==> src/rtl/shifter_pipe_pkg.sv <==
// Shared definitions for the pipelined barrel shifter: mode encodings,
// the per-stage bundle layout and the stage distance helper.
package shifter_pkg;

  localparam logic [1:0] MODE_SLL = 2'b00;
  localparam logic [1:0] MODE_SRA = 2'b01;
  localparam logic [1:0] MODE_SRL = 2'b10;
  localparam logic [1:0] MODE_ROR = 2'b11;

  localparam int DEF_WIDTH = 16;
  localparam int DEF_SHW   = $clog2(DEF_WIDTH);
  localparam int DEF_TAG_W = 4;

  // Bundle carried from one stage register to the next, default geometry.
  // Stages declare the same layout sized by their own parameters.
  typedef struct packed {
    logic                 valid;
    logic [DEF_WIDTH-1:0] data;
    logic [DEF_SHW-1:0]   amt;
    logic [1:0]           mode;
    logic                 sign;
    logic [DEF_TAG_W-1:0] tag;
  } stage_bundle_t;

  // Shift distance handled by stage k.
  function automatic int stage_dist(input int k);
    return 1 << k;
  endfunction

endpackage

==> src/rtl/shifter_pipe_if.sv <==
// Operation/result bus of the shifter: input handshake with operand,
// amount, mode and tag; output handshake with result, tag and zero flag.
interface shifter_pipe_if #(
  parameter int WIDTH = 16,
  parameter int SHW   = $clog2(WIDTH),
  parameter int TAG_W = 4
);
  logic             in_valid;
  logic             in_ready;
  logic [WIDTH-1:0] in_data;
  logic [SHW-1:0]   in_amt;
  logic [1:0]       in_mode;
  logic [TAG_W-1:0] in_tag;
  logic             out_valid;
  logic             out_ready;
  logic [WIDTH-1:0] out_data;
  logic [TAG_W-1:0] out_tag;
  logic             out_zero;

  modport master (
    output in_valid, in_data, in_amt, in_mode, in_tag, out_ready,
    input  in_ready, out_valid, out_data, out_tag, out_zero
  );

  modport slave (
    input  in_valid, in_data, in_amt, in_mode, in_tag, out_ready,
    output in_ready, out_valid, out_data, out_tag, out_zero
  );
endinterface

==> src/rtl/shifter_pipe_stage.sv <==
// One shifter level: conditionally shifts by DIST (selected by amt bit
// log2(DIST)) in one of four modes, then registers the whole bundle when
// the pipeline advances.
module shifter_stage
  import shifter_pkg::*;
#(
  parameter int WIDTH = 16,
  parameter int SHW   = 4,
  parameter int TAG_W = 4,
  parameter int DIST  = 1
) (
  input  logic             clk,
  input  logic             rst_n,
  input  logic             adv,
  input  logic             valid_i,
  input  logic [WIDTH-1:0] data_i,
  input  logic [SHW-1:0]   amt_i,
  input  logic [1:0]       mode_i,
  input  logic             sign_i,
  input  logic [TAG_W-1:0] tag_i,
  output logic             valid_o,
  output logic [WIDTH-1:0] data_o,
  output logic [SHW-1:0]   amt_o,
  output logic [1:0]       mode_o,
  output logic             sign_o,
  output logic [TAG_W-1:0] tag_o
);

  localparam int K = $clog2(DIST);

  typedef struct packed {
    logic             valid;
    logic [WIDTH-1:0] data;
    logic [SHW-1:0]   amt;
    logic [1:0]       mode;
    logic             sign;
    logic [TAG_W-1:0] tag;
  } bundle_t;

  bundle_t          bundle_d;
  bundle_t          bundle_q;
  logic [WIDTH-1:0] shifted;

  // Shift by DIST in the selected mode; SRA fills with the original sign.
  always_comb begin
    shifted = data_i;
    if (amt_i[K]) begin
      case (mode_i)
        MODE_SLL: shifted = {data_i[WIDTH-DIST-1:0], {DIST{1'b0}}};
        MODE_SRA: shifted = {{DIST{sign_i}}, data_i[WIDTH-1:DIST]};
        MODE_SRL: shifted = {{DIST{1'b0}}, data_i[WIDTH-1:DIST]};
        MODE_ROR: shifted = {data_i[DIST-1:0], data_i[WIDTH-1:DIST]};
      endcase
    end
  end

  // Load the bundle from the predecessor on advance, otherwise hold.
  always_comb begin
    bundle_d = bundle_q;
    if (adv) begin
      bundle_d.valid = valid_i;
      bundle_d.data  = shifted;
      bundle_d.amt   = amt_i;
      bundle_d.mode  = mode_i;
      bundle_d.sign  = sign_i;
      bundle_d.tag   = tag_i;
    end
  end

  // Stage register; reset discards whatever is in flight.
  always_ff @(posedge clk or negedge rst_n) begin
    if (!rst_n) bundle_q <= '0;
    else        bundle_q <= bundle_d;
  end

  assign valid_o = bundle_q.valid;
  assign data_o  = bundle_q.data;
  assign amt_o   = bundle_q.amt;
  assign mode_o  = bundle_q.mode;
  assign sign_o  = bundle_q.sign;
  assign tag_o   = bundle_q.tag;

endmodule

==> src/rtl/shifter_pipe.sv <==
// Pipelined barrel shifter (SLL/SRA/SRL/ROR) with one register stage per
// shift level and valid/ready flow control. The whole pipe advances as a
// unit whenever the output slot is empty or being taken.
module shifter_pipe
  import shifter_pkg::*;
#(
  parameter int WIDTH = 16,
  parameter int SHW   = $clog2(WIDTH),
  parameter int TAG_W = 4
) (
  input  logic           clk,
  input  logic           rst_n,
  shifter_pipe_if.slave  bus
);

  logic                        adv;
  logic [SHW:0]                valid_c;
  logic [SHW:0][WIDTH-1:0]     data_c;
  logic [SHW:0][SHW-1:0]       amt_c;
  logic [SHW:0][1:0]           mode_c;
  logic [SHW:0]                sign_c;
  logic [SHW:0][TAG_W-1:0]     tag_c;
  logic                        unused_tail;

  assign valid_c[0] = bus.in_valid;
  assign data_c[0]  = bus.in_data;
  assign amt_c[0]   = bus.in_amt;
  assign mode_c[0]  = bus.in_mode;
  assign sign_c[0]  = bus.in_data[WIDTH-1];
  assign tag_c[0]   = bus.in_tag;

  genvar gi;
  generate
    for (gi = 0; gi < SHW; gi++) begin : g_stage
      shifter_stage #(
        .WIDTH (WIDTH),
        .SHW   (SHW),
        .TAG_W (TAG_W),
        .DIST  (stage_dist(gi))
      ) u_stage (
        .clk     (clk),
        .rst_n   (rst_n),
        .adv     (adv),
        .valid_i (valid_c[gi]),
        .data_i  (data_c[gi]),
        .amt_i   (amt_c[gi]),
        .mode_i  (mode_c[gi]),
        .sign_i  (sign_c[gi]),
        .tag_i   (tag_c[gi]),
        .valid_o (valid_c[gi+1]),
        .data_o  (data_c[gi+1]),
        .amt_o   (amt_c[gi+1]),
        .mode_o  (mode_c[gi+1]),
        .sign_o  (sign_c[gi+1]),
        .tag_o   (tag_c[gi+1])
      );
    end
  endgenerate

  // Advance whenever the output slot is empty or is being consumed.
  assign adv          = ~valid_c[SHW] | bus.out_ready;
  assign bus.in_ready = adv;

  assign bus.out_valid = valid_c[SHW];
  assign bus.out_data  = data_c[SHW];
  assign bus.out_tag   = tag_c[SHW];
  assign bus.out_zero  = (data_c[SHW] == '0);

  // Amount, mode and sign are no longer needed after the last level.
  assign unused_tail = ^{amt_c[SHW], mode_c[SHW], sign_c[SHW]};

endmodule

==> src/flat_wrapper.sv <==
// flat-port wrapper written by rule: the top's interface ports become plain ports
module shifter_pipe_flat import shifter_pkg::*;
#(
  parameter int WIDTH = 16,
  parameter int SHW   = $clog2(WIDTH),
  parameter int TAG_W = 4
)
  (clk, rst_n, bus_in_valid, bus_in_data, bus_in_amt, bus_in_mode, bus_in_tag, bus_out_ready, bus_in_ready, bus_out_valid, bus_out_data, bus_out_tag, bus_out_zero);
  shifter_pipe_if #(.WIDTH(WIDTH), .SHW(SHW), .TAG_W(TAG_W)) bus_i ();
  input  logic clk;
  input  logic rst_n;
  input wire logic [$bits(bus_i.in_valid)-1:0] bus_in_valid;
  input wire logic [$bits(bus_i.in_data)-1:0] bus_in_data;
  input wire logic [$bits(bus_i.in_amt)-1:0] bus_in_amt;
  input wire logic [$bits(bus_i.in_mode)-1:0] bus_in_mode;
  input wire logic [$bits(bus_i.in_tag)-1:0] bus_in_tag;
  input wire logic [$bits(bus_i.out_ready)-1:0] bus_out_ready;
  output wire logic [$bits(bus_i.in_ready)-1:0] bus_in_ready;
  output wire logic [$bits(bus_i.out_valid)-1:0] bus_out_valid;
  output wire logic [$bits(bus_i.out_data)-1:0] bus_out_data;
  output wire logic [$bits(bus_i.out_tag)-1:0] bus_out_tag;
  output wire logic [$bits(bus_i.out_zero)-1:0] bus_out_zero;
  assign bus_i.in_valid = bus_in_valid;
  assign bus_i.in_data = bus_in_data;
  assign bus_i.in_amt = bus_in_amt;
  assign bus_i.in_mode = bus_in_mode;
  assign bus_i.in_tag = bus_in_tag;
  assign bus_i.out_ready = bus_out_ready;
  assign bus_in_ready = bus_i.in_ready;
  assign bus_out_valid = bus_i.out_valid;
  assign bus_out_data = bus_i.out_data;
  assign bus_out_tag = bus_i.out_tag;
  assign bus_out_zero = bus_i.out_zero;
  shifter_pipe #(.WIDTH(WIDTH), .SHW(SHW), .TAG_W(TAG_W)) u_core (.clk(clk), .rst_n(rst_n), .bus(bus_i));
endmodule
==> config.mk <==
export PLATFORM = sky130hd
export DESIGN_NAME = shifter_pipe_flat
export DESIGN_NICKNAME = d
export VERILOG_FILES = /design/src/rtl/shifter_pipe_pkg.sv /design/src/rtl/shifter_pipe_if.sv /design/src/rtl/shifter_pipe_stage.sv /design/src/rtl/shifter_pipe.sv /design/src/flat_wrapper.sv
export SDC_FILE = /design/constraint.sdc
export NUM_CORES = 1
export LEC_CHECK = 0
export BUFFER_PORTS_ARGS = -buffer_cell sky130_fd_sc_hd__buf_4
export CAP_MARGIN = 5
export CORE_UTILIZATION = 38
export CTS_BUF_LIST = sky130_fd_sc_hd__clkbuf_4 sky130_fd_sc_hd__clkbuf_8
export CTS_CLUSTER_SIZE = 8
export DETAILED_ROUTE_END_ITERATION = 10
export PLACE_DENSITY = 0.65
export SLEW_MARGIN = 30
export SYNTH_ARGS = -nofsm -noshare
export SYNTH_HDL_FRONTEND = slang
export SYNTH_SLANG_ARGS = --single-unit
==> constraint.sdc <==
create_clock -name clk -period 1.7 [get_ports clk]
set_clock_uncertainty 0.15 [all_clocks]
set_input_delay 0.085 -clock clk [delete_from_list [all_inputs] [get_ports clk]]
set_output_delay 0.085 -clock clk [all_outputs]
set_load 0.05 [all_outputs]
# --- Word-level counts from Yosys, hierarchy flattened ---
# Cells that the tools add are included.
# W data, S select, Z words.
classes:
  eq_ne: 12
  reduce_logical: 5
  muxes: 8
  bitwise_logic: 2
op_table:
  columns: ["op", "n"]
  rows:
  - ["$pmux W16 S4", 4]
  - ["$mux W16", 4]
  - ["$eq A2 B2 Y1 const B", 8]
  - ["$logic_not A16 Y1", 1]
  - ["$eq A2 B1 Y1 const B", 4]
  - ["$logic_not A2 Y1", 4]
  - ["$not A1 Y1", 1]
  - ["$or A1 B1 Y1", 1]
word_totals:
  word_cells: 48
  reg_bits: 105
  in_bits: 30
  out_inout_bits: 23

# --- Depth between registers and ports, before layout ---
# Gate-level depths: netlist of the first run.
depth:
  word_depth: 3
  mapped_depth: 6
  mapped_depth_nobuf: 4

# --- Cells and area by module ---
# A second synthesis of the first run with hierarchy kept.
unflattened:
  cells_unflattened: 470
  area_unflattened_um2: 5411.4
by_module_without_submodules:
  columns: ["mod", "instances", "cells_each", "seq_area_each_um2", "area_per_inst_um2"]
  rows:
  - ["shifter_stage at u_core.g_stage[2].u_stage", 1, 122, 700.7, 1392.6]
  - ["shifter_stage at u_core.g_stage[1].u_stage", 1, 118, 700.7, 1371.3]
  - ["shifter_stage at u_core.g_stage[0].u_stage", 1, 117, 700.7, 1353.8]
  - ["shifter_stage at u_core.g_stage[3].u_stage", 1, 107, 700.7, 1253.7]
  - ["shifter_pipe", 1, 6, 0.0, 40.0]

# --- Least setup slack after synthesis of the first run ---
# Ideal clock, no wire load.
synth_timing:
  kind: "register to register"
  startpoint: "reg u_core.g_stage[3].u_stage.bundle_q, in the netlist u_core.g_stage[3].u_stage.valid_o"
  endpoint: "reg u_core.g_stage[0].u_stage.bundle_q, in the netlist u_core.g_stage[0].u_stage.amt_o[2]"
  arrival_time_ps: 1545
  synth_period_minus_slack_ps: 1760
  required_ps: 1485
  slack_ps: -60
  stages_incl_launch_ff: 7
  setup_ps: 65
  n_path_buf: 2
  cell_sequence: "dfrtp_1 -> nor2b_2 -> inv_1 -> buf_2 -> buf_2 -> nand2_1 -> nand2_1"
synth_via:
  elab_chain_len: 2
synth_rtl:
  columns: ["item", "line", "rtl"]
  rows:
  - ["start: declaration", "shifter_pipe_stage.sv:41", "bundle_t bundle_q;"]
  - ["start signal: assignment", "shifter_pipe_stage.sv:73", "else bundle_q <= bundle_d;"]
  - ["$not A1 Y1", "shifter_pipe.sv:61", "assign adv = ~valid_c[SHW] | bus.out_ready;"]
  - ["$or A1 B1 Y1", "shifter_pipe.sv:61", null]
  - ["named net bus_in_ready", "flat_wrapper.sv:18", "output wire logic [$bits(bus_i.in_ready)-1:0] bus_in_ready;"]
  - ["end signal: assignment", "shifter_pipe_stage.sv:73", null]
  - ["end: declaration", "shifter_pipe_stage.sv:41", null]
# The timed path passes the listed nets, and every way through them passes these cells.
# A chain may end at the register's enable or synchronous reset.

# --- Worst setup path after layout of the first run ---
layout_timing:
  startpoint: "reg u_core.g_stage[3].u_stage.bundle_q, in the netlist u_core.g_stage[3].u_stage.data_o[13]"
  endpoint: "out bus_out_zero"
layout_via:
  elab_chain_len: 1
layout_rtl:
  columns: ["item", "line", "rtl"]
  rows:
  - ["$logic_not A16 Y1", "shifter_pipe.sv:67", "assign bus.out_zero = (data_c[SHW] == '0);"]
  - ["end: declaration", "flat_wrapper.sv:22", "output wire logic [$bits(bus_i.out_zero)-1:0] bus_out_zero;"]
# Every way passes these cells.

==> out/metrics.csv, run 1 <==
metric;value;unit
status;complete, no violations;
finalPower;11.6;mW
period_share;0.996;
drt_pass1_iterations;4;
synth_nets;628;
peakVddDrop;0.591;mV
grt_antenna_before_repair;0;
period_minus_slack;1.69;ns
cts.htree.levels;3;
pwr-share-clk;0.157;
io_buffers;52;
path_buf_inv;1;
critical_path_arrival;1.46;ns
tns;0;ns
synthMuxAreaShare;0.0396;
ys_seq_elements;99;
syn_avg_cell_area;8.82;um^2
maxSlewHeadroom;0.667;
syn2layout_area_growth;19.6;%
ioPinCount;53;
core_area;13400;um^2
synth_top_family_by_area;compound AO/OA/AOI/OAI gates;
overflow;0;
cp_top_family;simple AND/OR/NAND/NOR gates;
synth-xor-area-share;0;
seq_power_share;0.384;
critPathSlowestCell;dfrtp_1;
syn_inst;598;
cp-endpoint;bus_out_zero;
start_kind;register;
multiInputGateArea;2320;um^2
r2r-end;u_core.g_stage[2].u_stage.data_o[13];
nets;672;
vias;4312;
cts_buffers;9;
start_util;0.394;
critPathMaxStageDelay;0.43;ns
wl_per_cell;14.9;um
grt_pass1_wl;20300;um
clock_latency;0.37;ns
cts_tree;done;
drv_cap;0;
drcViolationCount;0;
crit_path_start;u_core.g_stage[3].u_stage.data_o[13];
leakagePower;2.87;nW
powerDensity;1840;nW/um^2
report.final.slew_viol_count;0;
synth_compound_area_frac;0.262;
routabilityCongestion;0.828;
drive_above_1_share;0.184;
initialDrtViolationCount;215;
worstPathCellList;nor4_4, and4_1, buf_6;
viasPerCell;5.24;
internal-power;6.68;mW
final-setup-viol-count;0;
netlist_area;5280;um^2
cp.depth;3;
clock_sinks;99;
path_max_fanout;3;
power_switching_share;0.425;
dieArea;14400;um^2
r2r_slack;0.15;ns
synth_fa_ha_area_frac;0;
hold_path_class;primary input to register;
antenna_left;0;
die_h;120;um
synth_cell_types;34;
yosysSeqAreaShare;0.470;
chipWidth;120;um
seqCellArea;2480;um^2
max_freq;591;MHz
worst_pin_slew;0.499;ns
dpl.hpwl;8200;um
yosys.area_share.simple;0.133;
num_rows;42;
rr_startpoint;u_core.g_stage[1].u_stage.mode_o[1];
p_switching;4.93;mW
antenna-diode-count;0;
holdPathStages;3;
required;1.46;ns
yosysWarnings;0;
clk_pin_slew;0.09;ns
grtUsageTotal;0.177;
fillers;1302;
wl;12200;um
rsz0062_at_grt;yes;
cts_root_buf;clkbuf_8;
cts.path.max_buffers;2;
reg2regPathDepth;3;
critPathKind;register to output pin;
hold_violations;0;
p_comb_frac;0.459;
grt_max_degree;93;
end_kind;output pin;
grt_pass1_vias;4093;
[layer usage]
metal | up-vias | wire length [um] | GRT usage
li1 | 2173 | - | -
met1 | 2040 | 5690 | 0.231
met2 | 90 | 6010 | 0.292
met3 | 9 | 438 | 0.0475
met4 | 0 | 105 | 0.0391
met5 | - | 0 | 0
[power groups by stage]
stage	clock network (mW)	registers, mW	logic (mW)
CTS	1.88	4.43	5.29
global route	1.97	4.61	5.86
finish	1.82	4.46	5.33
floorplan	0	4.21	4.16
detailed placement	0	4.47	5.14
global placement	0	4.42	5.05
[worst min path at each step]
| stage | startpoint | to | slack (ns) |
|---|---|---|---|
| 6_report | bus_in_amt[0] | u_core.g_stage[0].u_stage.data_o[12] | 0.03 |
| 5_1_grt | bus_in_amt[0] | u_core.g_stage[0].u_stage.data_o[12] | 0.03 |
| 4_1_cts | bus_in_amt[0] | u_core.g_stage[0].u_stage.data_o[12] | 0.02 |
| 3_5_place_dp | rst_n | u_core.g_stage[3].u_stage.data_o[10] | -0.09 |
| 3_3_place_gp | rst_n | u_core.g_stage[3].u_stage.data_o[10] | -0.09 |
| 2_1_floorplan | rst_n | u_core.g_stage[0].u_stage.amt_o[1] | -0.36 |
[registers in the layout, summed over array words and instances (netlist names)]
name and cells:
u_core.g_stage.u_stage.amt_o 6, u_core.g_stage.u_stage.data_o 64, u_core.g_stage.u_stage.mode_o 6, u_core.g_stage.u_stage.sign_o 3, u_core.g_stage.u_stage.tag_o 16, u_core.g_stage.u_stage.valid_o 4
[Yosys cell counts, drive strengths merged]
cell type  count  area, um^2
clkbuf        16        61.3
nor4           4        25.0
nand2        159         597
o211a          1        10.0
nand3          1        5.00
or2            1        6.26
a211oi         9        67.6
nor2           3        21.3
inv           29         109
nor3b          3        22.5
dfrtp         99        2480
o21ai        127         636
o311a         25         250
o22ai         12        75.1
nor2b          1        8.76
mux2i          1        10.0
o221ai         2        17.5
a221oi        14         154
clkinv         1        3.75
mux2          15         199
o21a           8        60.1
and4           1        8.76
buf           52         333
a2bb2oi       12         105
o211ai         1        7.51
nand2b         1        6.26
[logic make-up after synthesis]
| kind of cell | count (synthesis) |
|---|---|
| AO/OA/AOI/OAI | 211 |
| buffers and inverters | 98 |
| flip-flops | 99 |
| multiplexers | 16 |
| AND/OR/NAND/NOR | 174 |
[layout make-up]
type / instances / area share
clock buffers: 12 / 0.0242
clock inverters: 4 / 0.0155
inverters: 30 / 0.0178
multi-input cells: 401 / 0.368
flip-flops and latches: 99 / 0.393
well taps: 176 / 0.0349
repair buffers: 101 / 0.147
[layout by cell type (no fill, tap or decap), types with 2 or more instances in the layout]
cell type      Yosys  layout
a211oi_1           9       9
a221oi_1           9       9
a221oi_2           5       5
a2bb2oi_1         12      12
buf_12             0       6
buf_4             19      65
buf_6              4       2
bufinv_16          0       3
clkbuf_4           0       2
clkbuf_8           0      10
dfrtp_1           99      98
dlygate4sd3_1      0      27
inv_1             29      28
mux2_2             7       7
mux2_4             8       8
nand2_1          159     159
nor3b_1            3       3
nor4_2             0       2
o21a_1             8       8
o21ai_0          104     104
o21ai_1           23      23
o221ai_1           2       2
o22ai_1           12      12
o311a_1           25      25
[worst register-to-register path: stages (launching register included)]
cell	delay, ns
dfrtp_2	0.54
mux2_2	0.37
a221oi_1	0.25
o21ai_1	0.12
[repair_timing]
item,4_1_cts,5_1_grt
hold buffers,27,0
gates cloned,0,1
hold endpoints to repair,126,0
buffers inserted,4,0
pin swaps,2,0
gates resized for setup,4,3
endpoints found under the setup margin,2,6
[through the flow]
step	instance area (um^2)	std cells	hold slack, ns	setup WS (ns)	utilization
2_1_floorplan	5280	598	-0.361	0.0129	-
3_3_place_gp	5700	775	-0.0926	0.0789	0.425
3_5_place_dp	5700	775	-0.0889	0.0450	0.425
4_1_cts	6270	822	0.0208	-0.0142	0.468
5_1_grt	6310	823	0.0260	-0.108	0.471
6_report	6310	823	0.0338	0.00720	0.471
(Power assumes the default switching activity.)
==> run 2, diff against run 1 <==
ABC_AREA = 1   (was not set)
==> out/metrics.csv, run 2 <==
metric;value;unit;change
critPathMaxStageDelay;0.42;ns;about the same
antenna_left;0;;unchanged
critical_path_arrival;1.36;ns;-0.10 ns
hold_violations;0;;unchanged
peakVddDrop;0.543;mV;-8.1%
violations;DRC;;
synth_top_area_frac;0.461;;-0.00863
largest_reg_flops;64;;unchanged
async_flop_share;1.00;;unchanged
rr_startpoint;u_core.g_stage[0].u_stage.mode_o[0];;
io_buffers;52;;unchanged
final_util;0.452;;-0.0190
reg2regPathDepth;5;;+2
core_area;13800;um^2;+3.2%
final_cell_area;6250;um^2;-0.97%
synth-edff-count;0;;unchanged
r2r_slack;0.29;ns;+0.14 ns
maxSlewHeadroom;0.716;;+0.0490
period_minus_slack;1.59;ns;-0.0985 ns
cp_top_family;buffers and inverters;;
dpl.hpwl;7930;um;-3.2%
worstPathCellList;nand2_4, buf_4, buf_4;;
seq_power_share;0.380;;-0.004
required;1.46;ns;about the same
critPathSlowestCell;dfrtp_1;;
cts.path.max_buffers;2;;unchanged
ioPinCount;53;;unchanged
rsz0062_at_grt;no;;
grt_max_degree;70;;-25%
pwr-share-clk;0.137;;-0.020
cts_setup_buffers;0;;-4
wl;11800;um;-4.0%
viasPerCell;4.62;;-12%
powerDensity;1760;nW/um^2;-4.3%
drv_cap;0;;unchanged
final_cell_mix;nand2_1 (240), inv_1 (101), dfrtp_1 (99);;
yosysTopAreaCell;dfrtp_1;;
grt_pass1_wl;20700;um;+1.8%
initialDrtViolationCount;357;;+66%
hold_ws;0.0283;ns;-0.00548 ns
chipWidth;121;um;+0.92%
drt_pass1_iterations;7;;+3
cts_tree;done;;
syn_avg_cell_area;7.04;um^2;-20%
die_h;121;um;+0.92%
tns;0;ns;unchanged
cts_root_buf;clkbuf_8;;
start_util;0.389;;-0.00500
routabilityCongestion;0.781;;-5.7%
clk_pin_slew;0.10;ns;about the same
num_rows;43;;+2.4%
placed_area;5770;um^2;+1.3%
grt_antenna_before_repair;0;;unchanged
nets;842;;+25%
setup_ws;0.106;ns;+0.0985 ns
status;finished with violations;;
clock_latency;0.39;ns;+0.02 ns
dieArea;14600;um^2;+1.8%
wl_per_cell;11.8;um;-21%
start_kind;register;;
cpMostUsedCell;buf_4;;
netlist_area;5380;um^2;+1.9%
path_max_fanout;17;;+14
clock_sinks;99;;unchanged
final_common_cell;nand2_1;;
worst_pin_slew;0.426;ns;-0.0729 ns
synth_flop_cell;dfrtp_1;;
cp.depth;3;;unchanged
cts.htree.levels;3;;unchanged
p_comb_frac;0.483;;+0.024
hold_path_class;primary input to asynchronous set/reset pin;;
period_share;0.938;;-0.0579
overflow;0;;unchanged
path_buf_inv;2;;+1
grtUsageTotal;0.176;;-0.000520
internal-power;5.77;mW;-14%
synth_most_common_cell;nand2_1;;
drcViolationCount;1;;+1
critPathKind;register to output pin;;
final-setup-viol-count;0;;unchanged
syn2layout_area_growth;16.3;%;
synth_nets;793;;+26%
antenna-diode-count;0;;unchanged
end_kind;output pin;;
r2r-end;u_core.g_stage[1].u_stage.data_o[9];;
grt_pass1_vias;4368;;+6.7%
max_freq;627;MHz;+6.2%
syn_inst;763;;+28%
power_switching_share;0.476;;+0.0512
leakagePower;3.31;nW;+15%
synthTopCellsByCount;nand2_1 (240), inv_1 (101), dfrtp_1 (99);;
report.final.slew_viol_count;0;;unchanged
synth_cell_types;20;;-41%
yosysWarnings;0;;unchanged
cts_buffers;9;;unchanged
ys_seq_elements;99;;unchanged
yosysSeqAreaShare;0.461;;-0.00863
vias;4605;;+6.8%
p_switching;5.23;mW;+6.2%
drive_above_1_share;0.111;;-0.0725
ys_top_cells_by_area;dfrtp_1 (46%), nand2_1 (17%), inv_1 (7.1%);;
pre_cts_ws;0.322;ns;+0.277 ns
## run 2: cell count changes in the layout (fill, tap and decap cells not counted), sizes merged, moves of 11 or more
cell     before  now
nor2          3   99
nand2       159  243
inv          29  107
o21ai       127   66
a21oi         0   48
nand3         1   43
o311a        25    0
mux2         15    0
a221oi       14    0
a2bb2oi      12    0
o22ai        12    0
buf          73   62
## run 2: metrics by stage
step                      total power [mW]  cells
after floorplan                       8.39    763
after global placement                9.43    953
after detailed placement              9.52    953
after CTS                             11.1    997
after global routing                  12.0    997
final                                 11.0    997
## run 2: power groups by stage
stage	Combinational [mW]	Sequential (mW)	Clock (mW)
4_1_cts	5.36	4.18	1.56
6_report	5.32	4.18	1.51
3_3_place_gp	5.24	4.19	0
5_1_grt	6.07	4.34	1.64
2_1_floorplan	4.20	4.19	0
3_5_place_dp	5.28	4.24	0
## run 2: kinds of logic after synthesis
| kind of cell | share of synthesized area |
|---|---|
| flops | 0.461 |
| buf+inv | 0.136 |
| compound gates | 0.106 |
| simple gates | 0.297 |
## run 2: routing by layer
layer  routed length, um  global-route usage
met1                5700               0.235
met2                5620               0.290
met3                 298              0.0240
met4                 134              0.0664
met5                   0                   0
## run 2: worst max-delay path by stage
stage               slack, ns                                  from                             endpoint
detailed placement       0.32   u_core.g_stage[0].u_stage.mode_o[0]  u_core.g_stage[1].u_stage.data_o[7]
global route             0.03   u_core.g_stage[3].u_stage.data_o[9]                         bus_out_zero
global placement         0.34     u_core.g_stage[3].u_stage.valid_o  u_core.g_stage[2].u_stage.data_o[0]
CTS                      0.04  u_core.g_stage[3].u_stage.data_o[15]                         bus_out_zero
finish                   0.11     u_core.g_stage[3].u_stage.valid_o                         bus_in_ready
floorplan                0.16     u_core.g_stage[3].u_stage.valid_o   u_core.g_stage[3].u_stage.tag_o[0]
## run 2: what timing repair did
| item | CTS | global route |
|---|---|---|
| endpoints found under the setup margin | 0 | 1 |
| resized for setup | 0 | 1 |
| hold endpoints to repair | 126 | 0 |
| hold buffers | 28 | 0 |
## run 2: final cells by class
cell class,instances,area (um^2)
Inverter,104,390
Sequential cell,99,2480
Fill cell,1470,7580
Clock inverter,6,57.6
Timing Repair Buffer,90,796
Multi-Input combinational cell,508,2170
Tap cell,180,225
Clock buffer,10,138
==> run 3, diff against run 2 <==
CTS_BUF_LIST = not set   (was sky130_fd_sc_hd__clkbuf_4 sky130_fd_sc_hd__clkbuf_8)
==> out/metrics.csv, run 3 (synthesized netlist as in run 2, its figures left out) <==
metric;value;unit;change
grt_pass1_wl;20700;um;+0.27%
p_comb_frac;0.461;;-0.022
cts_setup_buffers;0;;unchanged
critPathMaxStageDelay;0.42;ns;about the same
leakagePower;3.35;nW;+1.4%
cts_root_buf;clkbuf_16;;
placed_area;5770;um^2;unchanged
end_kind;output pin;;
cpMostUsedCell;nor2_1;;
seq_power_share;0.363;;-0.017
final-setup-viol-count;0;;unchanged
final_cell_mix;nand2_1 (240), inv_1 (101), dfrtp_1 (99);;
clk_pin_slew;0.07;ns;-0.03 ns
cts.htree.levels;3;;unchanged
worst_pin_slew;0.427;ns;+0.000714 ns
vias;4599;;-0.13%
maxSlewHeadroom;0.716;;about the same
core_area;13800;um^2;unchanged
overflow;0;;unchanged
peakVddDrop;0.615;mV;+13%
wl;11800;um;+0.74%
p_switching;5.30;mW;+1.3%
powerDensity;1820;nW/um^2;+3.2%
drive_above_1_share;0.110;;-0.00122
path_max_fanout;3;;-14
hold_violations;0;;unchanged
grtUsageTotal;0.177;;+0.00106
nets;842;;unchanged
start_kind;register;;
viasPerCell;4.61;;-0.13%
start_util;0.389;;unchanged
rsz0062_at_grt;no;;
critical_path_arrival;1.35;ns;about the same
wl_per_cell;11.9;um;+0.74%
critPathKind;register to output pin;;
initialDrtViolationCount;322;;-9.8%
drcViolationCount;1;;unchanged
drv_cap;0;;unchanged
die_h;121;um;unchanged
clock_latency;0.36;ns;-0.03 ns
syn2layout_area_growth;18.1;%;
final_common_cell;nand2_1;;
violations;DRC;;
chipWidth;121;um;unchanged
antenna-diode-count;0;;unchanged
tns;0;ns;unchanged
status;finished with violations;;
power_switching_share;0.460;;-0.0161
report.final.slew_viol_count;0;;unchanged
grt_max_degree;70;;unchanged
cts_buffers;9;;unchanged
max_freq;632;MHz;+0.82%
worstPathCellList;nor2_1, nand4_1, nor2_1, buf_4;;
cts_tree;done;;
hold_path_class;primary input to asynchronous set/reset pin;;
drt_pass1_iterations;7;;unchanged
num_rows;43;;unchanged
grt_antenna_before_repair;0;;unchanged
dpl.hpwl;7930;um;unchanged
period_minus_slack;1.58;ns;-0.0130 ns
cts_resized;0;;unchanged
internal-power;6.23;mW;+8.1%
cts.path.max_buffers;2;;unchanged
pwr-share-clk;0.176;;+0.039
grt_pass1_vias;4379;;+0.25%
largest_reg_flops;64;;unchanged
antenna_left;0;;unchanged
cp_top_family;flip-flops;;
required;1.46;ns;about the same
period_share;0.930;;-0.00764
dieArea;14600;um^2;unchanged
critPathSlowestCell;dfrtp_1;;
final_cell_area;6350;um^2;+1.6%
path_buf_inv;1;;-1
io_buffers;52;;unchanged
ioPinCount;53;;unchanged
routabilityCongestion;0.781;;unchanged
clock_sinks;99;;unchanged
-- run 3: cell counts in the layout (fill, tap and decap cells not counted) --
No cell type changed its count.
-- run 3: cell type report --
type	count	area, um^2
Timing Repair Buffer	90	796
Multi-Input combinational cell	508	2160
Inverter	104	390
Clock inverter	6	57.6
Tap cell	180	225
Clock buffer	10	239
Sequential cell	99	2480
Fill cell	1449	7480
-- run 3: path summary, 6_finish.rpt --
kind                                                         to  depth (start not counted)  slack [ns]                            startpoint
min in group clk              u_core.g_stage[3].u_stage.valid_o                          5        0.12                         bus_out_ready
setup reg to reg            u_core.g_stage[1].u_stage.data_o[8]                          5        0.29   u_core.g_stage[0].u_stage.mode_o[0]
setup / recovery                                   bus_out_zero                          4        0.12  u_core.g_stage[3].u_stage.data_o[14]
hold reg to reg               u_core.g_stage[3].u_stage.valid_o                          2        0.31     u_core.g_stage[2].u_stage.valid_o
hold / removal             u_core.g_stage[2].u_stage.data_o[11]                          2        0.07                                 rst_n
max in group asynchronous   u_core.g_stage[1].u_stage.data_o[9]                          3        0.79                                 rst_n
-- run 3: metal layers --
layer  global-route usage  share of wire
met2                0.294           0.48
met3               0.0240          0.024
met4               0.0687          0.010
met5                    0              0
met1                0.235           0.49
-- run 3: timing repair --
action                                  4_1_cts  5_1_grt
hold endpoints to repair                    126        0
endpoints found under the setup margin        0        0
hold buffers                                 28        0
-- run 3: stage by stage --
step	utilization	hold WS, ns	power (mW)	instances	setup slack, ns
finish	0.459	0.0654	11.5	997	0.119
global placement	0.418	-0.0817	9.43	953	0.337
detailed placement	0.418	-0.0877	9.52	953	0.322
floorplan	-	-0.361	8.39	763	0.158
global route	0.459	0.107	12.6	997	0.0271
CTS	0.459	0.0785	11.6	997	0.0838
-- run 3: power groups by stage --
stage	clock (mW)	sequential, mW	combinational [mW]
after floorplan	0	4.19	4.20
after global placement	0	4.19	5.24
after detailed placement	0	4.24	5.28
after CTS	2.09	4.19	5.37
after global routing	2.17	4.34	6.07
final	2.03	4.18	5.32
